--- src/rtl/pacman_sprite_fetch.sv ---
// Pac-Man sprite fetch: maps the VGA pixel to a sprite-ROM address, runs the mouth
// animation and aligns hit/palette outputs. Define PAC_ORIENT_EN to rotate by direction.
`timescale 1ns/1ps

// state  | meaning
// CLOSED | mouth shut, frame index 0
// HALF   | mouth opening, frame index 1
// OPEN   | mouth fully open, frame index 2
// HALF_B | mouth closing, frame index 1
module pacman_sprite_fetch #(
    parameter int SPRITE_W        = 16,
    parameter int FRAMES_PER_STEP = 4
) (
    input  logic       clk,
    input  logic       reset,
    input  logic       frame_tick,
    input  logic       pix_valid,
    input  logic [9:0] draw_x,
    input  logic [9:0] draw_y,
    input  logic [9:0] pac_x,
    input  logic [9:0] pac_y,
    input  logic [1:0] pac_dir,
    input  logic       moving,
    output logic [9:0] rom_addr,
    input  logic [4:0] rom_data,
    output logic [4:0] pal_index,
    output logic [1:0] pal_sel,
    output logic       sprite_hit,
    output logic       out_valid
);

    localparam int              CW       = (FRAMES_PER_STEP > 1) ? $clog2(FRAMES_PER_STEP) : 1;
    localparam logic [CW-1:0]   CNT_LAST = CW'(FRAMES_PER_STEP - 1);
    localparam logic [10:0]     BOX      = 11'(SPRITE_W);

    typedef enum logic [1:0] {
        CLOSED = 2'd0,
        HALF   = 2'd1,
        OPEN   = 2'd2,
        HALF_B = 2'd3
    } anim_t;

    anim_t         state;
    anim_t         state_adv;
    logic          step;
    logic [CW-1:0] cnt;
    logic [9:0]    sx;
    logic [9:0]    sy;
    logic [1:0]    sframe;

    function automatic logic [1:0] frame_of(input anim_t s);
        logic [1:0] f;
        case (s)
            CLOSED:  f = 2'd0;
            OPEN:    f = 2'd2;
            default: f = 2'd1;
        endcase
        return f;
    endfunction

    always_comb begin
        case (state)
            CLOSED:  state_adv = HALF;
            HALF:    state_adv = OPEN;
            OPEN:    state_adv = HALF_B;
            default: state_adv = CLOSED;
        endcase
    end

    assign step = moving && frame_tick && (cnt == CNT_LAST);

    // The snapshotted frame is taken from the post-tick state so it holds for the whole frame.
    always_ff @(posedge clk) begin
        if (reset) begin
            state  <= CLOSED;
            cnt    <= '0;
            sframe <= 2'd0;
            sx     <= '0;
            sy     <= '0;
        end else begin
            if (!moving) begin
                cnt <= '0;
            end else if (frame_tick) begin
                if (cnt == CNT_LAST) begin
                    cnt   <= '0;
                    state <= state_adv;
                end else begin
                    cnt <= cnt + 1'b1;
                end
            end
            if (frame_tick) begin
                sx     <= pac_x;
                sy     <= pac_y;
                sframe <= frame_of(step ? state_adv : state);
            end
        end
    end

    logic [10:0] px, py, bx, by;
    logic        hit_box;
    logic [3:0]  dx, dy, col, row;

    assign px = {1'b0, draw_x};
    assign py = {1'b0, draw_y};
    assign bx = {1'b0, sx};
    assign by = {1'b0, sy};

    assign hit_box = (px >= bx) && (px < bx + BOX) && (py >= by) && (py < by + BOX);
    assign dx      = draw_x[3:0] - sx[3:0];
    assign dy      = draw_y[3:0] - sy[3:0];

`ifdef PAC_ORIENT_EN
    logic [1:0] sdir;

    always_ff @(posedge clk) begin
        if (reset) begin
            sdir <= 2'd0;
        end else if (frame_tick) begin
            sdir <= pac_dir;
        end
    end

    // Bitwise inversion of a 4-bit offset is 15 minus that offset.
    always_comb begin
        col = dx;
        row = dy;
        case (sdir)
            2'd1: begin col = ~dx; row = dy; end
            2'd2: begin col = ~dy; row = dx; end
            2'd3: begin col = dy;  row = dx; end
            default: begin col = dx; row = dy; end
        endcase
    end
`else
    logic unused_dir;

    assign unused_dir = ^pac_dir;
    assign col        = dx;
    assign row        = dy;
`endif

    logic       s1_valid, s2_valid;
    logic       s1_hit, s2_hit;
    logic [1:0] s1_frame, s2_frame;

    always_ff @(posedge clk) begin
        if (reset) begin
            rom_addr   <= '0;
            s1_valid   <= 1'b0;
            s1_hit     <= 1'b0;
            s1_frame   <= 2'd0;
            s2_valid   <= 1'b0;
            s2_hit     <= 1'b0;
            s2_frame   <= 2'd0;
            out_valid  <= 1'b0;
            pal_sel    <= 2'd0;
            pal_index  <= '0;
            sprite_hit <= 1'b0;
        end else begin
            if (pix_valid) begin
                rom_addr <= {sframe, row, col};
            end
            s1_valid   <= pix_valid;
            s1_hit     <= pix_valid && hit_box;
            s1_frame   <= sframe;
            s2_valid   <= s1_valid;
            s2_hit     <= s1_hit;
            s2_frame   <= s1_frame;
            out_valid  <= s2_valid;
            pal_sel    <= s2_frame;
            pal_index  <= (s2_valid && s2_hit) ? rom_data : 5'd0;
            sprite_hit <= s2_valid && s2_hit && (rom_data != 5'd0);
        end
    end

endmodule

--- config.mk ---
export PLATFORM = sky130hd
export DESIGN_NAME = pacman_sprite_fetch
export DESIGN_NICKNAME = d
export VERILOG_FILES = /design/src/rtl/pacman_sprite_fetch.sv
export SDC_FILE = /design/constraint.sdc
export NUM_CORES = 1
export LEC_CHECK = 0
export CAP_MARGIN = 10
export CELL_PAD_IN_SITES_DETAIL_PLACEMENT = 0
export CELL_PAD_IN_SITES_GLOBAL_PLACEMENT = 1
export CORE_UTILIZATION = 37
export DETAILED_ROUTE_END_ITERATION = 10
export MAX_ROUTING_LAYER = met4
export PLACE_DENSITY_LB_ADDON = 0.1
export SLEW_MARGIN = 5
export SYNTH_ARGS = -nofsm -noshare
export SYNTH_HDL_FRONTEND = slang
export SYNTH_SLANG_ARGS = --single-unit
--- constraint.sdc ---
create_clock -name clk -period 2.6 [get_ports clk]
set_clock_uncertainty 0.15 [all_clocks]
set_input_delay 0.26 -clock clk [delete_from_list [all_inputs] [get_ports clk]]
set_output_delay 0.26 -clock clk [all_outputs]
set_load 0.02 [all_outputs]
==> flow_summary_export.csv <==
group,metric,value,unit
global_route,met3_usage,3.232,%
cts,post-cts-setup-buffer-count,0,
cts,cts_tree,"built",
placed_design,dp_slack,0.2576,ns
finish,diodes,0,
yosys,synth.cell_area,2815,um2
route,drc,0,
worst_hold_path,worstHoldEndpoint,"s2_valid",
global_route,grt.busiest_layer,"met2",
cts,clockRootBuffer,"clkbuf_8",
global_route,grt_max_degree,34,
sta,setup_viol,0,
power,ir_drop,0.0002680,V
yosys,synth.top_cell.area_share,37.69,%
global_route,gr-total-overflow,0,
sta,hold_viol,0,
route,drtAntennaViolNets,0,
floorplanning,die_h,89.23,um
cts,clk_latency,0.31,ns
sta,finalCritPeriodShare,83.65,%
worst_hold_path,min_from,"s1_valid",
yosys,async_flop_share,0,%
sta,fmax,0.4598,GHz
route,drtIter0Drc,63,
yosys,synth_cell_type_count,39,
yosys,syn-num-nets,395,
global_route,antenna_found_initial,0,
floorplanning,rows,31,
sta,maxSlewHeadroom,70.25,%
floorplanning,initial_core_util,38.61,%
yosys,ys.flop_type,"dfxtp_1",
global_route,met1_usage,20.69,%
global_route,grt_pass1_wl,9.515,mm
worst_setup_path,crit_family,"compound AO/OA/AOI/OAI gates",
worst_setup_path,slowest_stage,"dfxtp_1",
placed_design,io_buffer_count,68,
finish,drive_gt1_share,4.545,%
yosys,yosys-top-cells-area,"dfxtp_1 38%, ha_1 16%, mux2i_1 10%",
cts,cts_buffers,5,
sta,fin_ws,0.4251,ns
power,p_leak,0.001557,uW
worst_setup_path,critical_path.n_buffers_inverters,0,
cts,cts-resized-gates,0,
cts,cts.clk_slew.worst_paths,0.10,ns
worst_setup_path,path_cells,"ha_1 -> xnor2_1 -> ha_1 -> a21oi_1 -> nand3_1 -> a31o_1 -> a32o_1 -> a211oi_2",
floorplanning,core-area,7292,um2
worst_setup_path,critPathMaxStageDelay,0.44,ns
floorplanning,dieArea,7961,um2
worst_hold_path,whs_path_depth,1,
yosys,synth.yosys.seq_area_share,37.69,%
sta,rsz0062_at_grt,"no",
flow_run,maxCapViolations,0,
floorplanning,die_width,89.23,um
worst_setup_path,ff2ff_path_depth,8,
yosys,synth_top_cell_by_area,"dfxtp_1",
yosys,yosys_register_bits,53,
cts,cts.sinks,53,
worst_setup_path,cp.arrival,2.27,ns
finish,layout_commonest_cell,"clkdlybuf4s50_1",
placed_design,globalplace.congestion,0.7647,
sta,tightest_slew,0.4448,ns
global_route,gr-usage-met2,25.19,%
yosys,synth.avg_cell_area,9.261,um2
run_status,status,"complete, no violations",
power,p_per_area,468.4,nW/um2
worst_setup_path,r2r_start,"sy[4]",
yosys,syn_inst,304,
worst_setup_path,critical_path_required,2.69,ns
worst_setup_path,r2r_end,"s1_hit",
worst_setup_path,path_max_fanout,6,
route,via_per_inst,4.622,
finish,nets,464,
global_route,grt_pass1_vias,2130,
worst_setup_path,r2r_slack,0.43,ns
route,num_vias,2186,
cts,cts_max_level,2,
power,p_total,1733,uW
yosys,synth_warnings,0,
worst_setup_path,endpoint_kind,"register",
floorplanning,io_pins,71,
sta,post-route-min-period,2.175,ns
sta,setup_tns,0,ns
worst_setup_path,crit_type,"register to register",
global_route,track_usage,15.98,%
route,avgRoutedWirePerCell,11.75,um
yosys,synth_edf_count,0,
finish,synthToLayoutAreaGrowth,31.42,%
cts,hold_buffers,0,
placed_design,hpwl,4.304,mm
finish,most-common-layout-cells,"68 x clkdlybuf4s50_1, 53 x dfxtp_1, 39 x nor2_1",
sta,maxSlewViolCount,0,
route,wirelength,5.559,mm
cts,clockBufferDepth,2,
worst_hold_path,min_path_type,"register to register",
worst_setup_path,crit_path_frequent_cell,"ha_1",
route,dr.pass1.iters,4,
worst_setup_path,start_kind,"register",
[layout make-up]
class | count | area [um2]
multi-input cells | 214 | 1607
well taps | 99 | 123.9
flip-flops and latches | 53 | 1061
clock buffers | 5 | 68.82
inverters | 27 | 103.9
repair buffers | 72 | 710.7
clock inverters | 3 | 25.02
fillers | 746 | 3592
[worst max path at each step]
stage / cells past startpoint / slack (ns) / to / startpoint
floorplan: 8 / 0.60 / s1_hit / sy[4]
global placement: 8 / 0.27 / s1_hit / draw_y[0]
detailed placement: 8 / 0.26 / s1_hit / draw_y[0]
CTS: 8 / 0.39 / s1_hit / sy[4]
global route: 8 / 0.20 / s1_hit / sy[4]
finish: 8 / 0.43 / s1_hit / sy[4]
[registers in the layout, indices dropped and copies added (netlist names)]
name / cells
s2_valid: 1
state: 2
sprite_hit: 1
sframe: 2
s2_hit: 1
sx: 10
s1_frame: 2
out_valid: 1
s1_valid: 1
s2_frame: 2
s1_hit: 1
cnt: 2
sy: 10
rom_addr: 10
pal_sel: 2
pal_index: 5
[per-stage QoR]
stage                     cells  util [%]  cell area, um2  hold slack (ns)
after floorplan             304         -            2815           0.2338
after global placement      465     49.45            3606           0.2717
after detailed placement    465     49.45            3606           0.2734
after CTS                   473     50.74            3700           0.2987
after global routing        473     50.74            3700           0.3119
final                       473     50.74            3700           0.2951
[routing by layer]
| layer | wire length [um] | share of wire (%) | vias to the layer above |
|---|---|---|---|
| met5 | 0 | 0 | - |
| met4 | 74 | 1.3 | 0 |
| met3 | 223 | 4.0 | 9 |
| met2 | 2467 | 44 | 43 |
| met1 | 2795 | 50 | 966 |
| li1 | - | - | 1168 |
[synth_stat cells, types with 6 or more instances]
| cell type | n |
|---|---|
| dfxtp_1 | 53 |
| nor2_1 | 39 |
| ha_1 | 37 |
| mux2i_1 | 29 |
| inv_1 | 25 |
| a21oi_1 | 19 |
| nand3_1 | 13 |
| nor2b_1 | 12 |
| xnor2_1 | 10 |
| nand2_1 | 9 |
| o21ai_0 | 6 |
[worst register-to-register path, stage by stage, from the launching register on]
cell and delay (ns):
dfxtp_1 0.44, ha_1 0.24, xnor2_1 0.14, ha_1 0.29, a21oi_1 0.16, nand3_1 0.09, a31o_1 0.19, a32o_1 0.23
a211oi_2 0.18
[cells by family (layout without fill, tap and decap cells)]
group                    Yosys count  after routing  share of synthesized area [%]
adder cells (fa/ha/maj)           39             39                          17.87
XOR/XNOR                          12             12                          3.733
buffers and inverters             37            107                          5.244
multiplexers                      29             29                          10.31
AND/OR/NAND/NOR                   96             96                          17.02
AO/OA/AOI/OAI                     38             38                          8.134
flip-flops                        53             53                          37.69
[power breakdown]
part           internal [uW]  leakage [uW]  switching, uW  total (uW)
clock network            195     0.0000447            296         491
logic                    200       0.00108            170         370
registers                845      0.000434           26.6         872
total                   1240       0.00156            492        1730
Power figures use the tool's default switching activity.
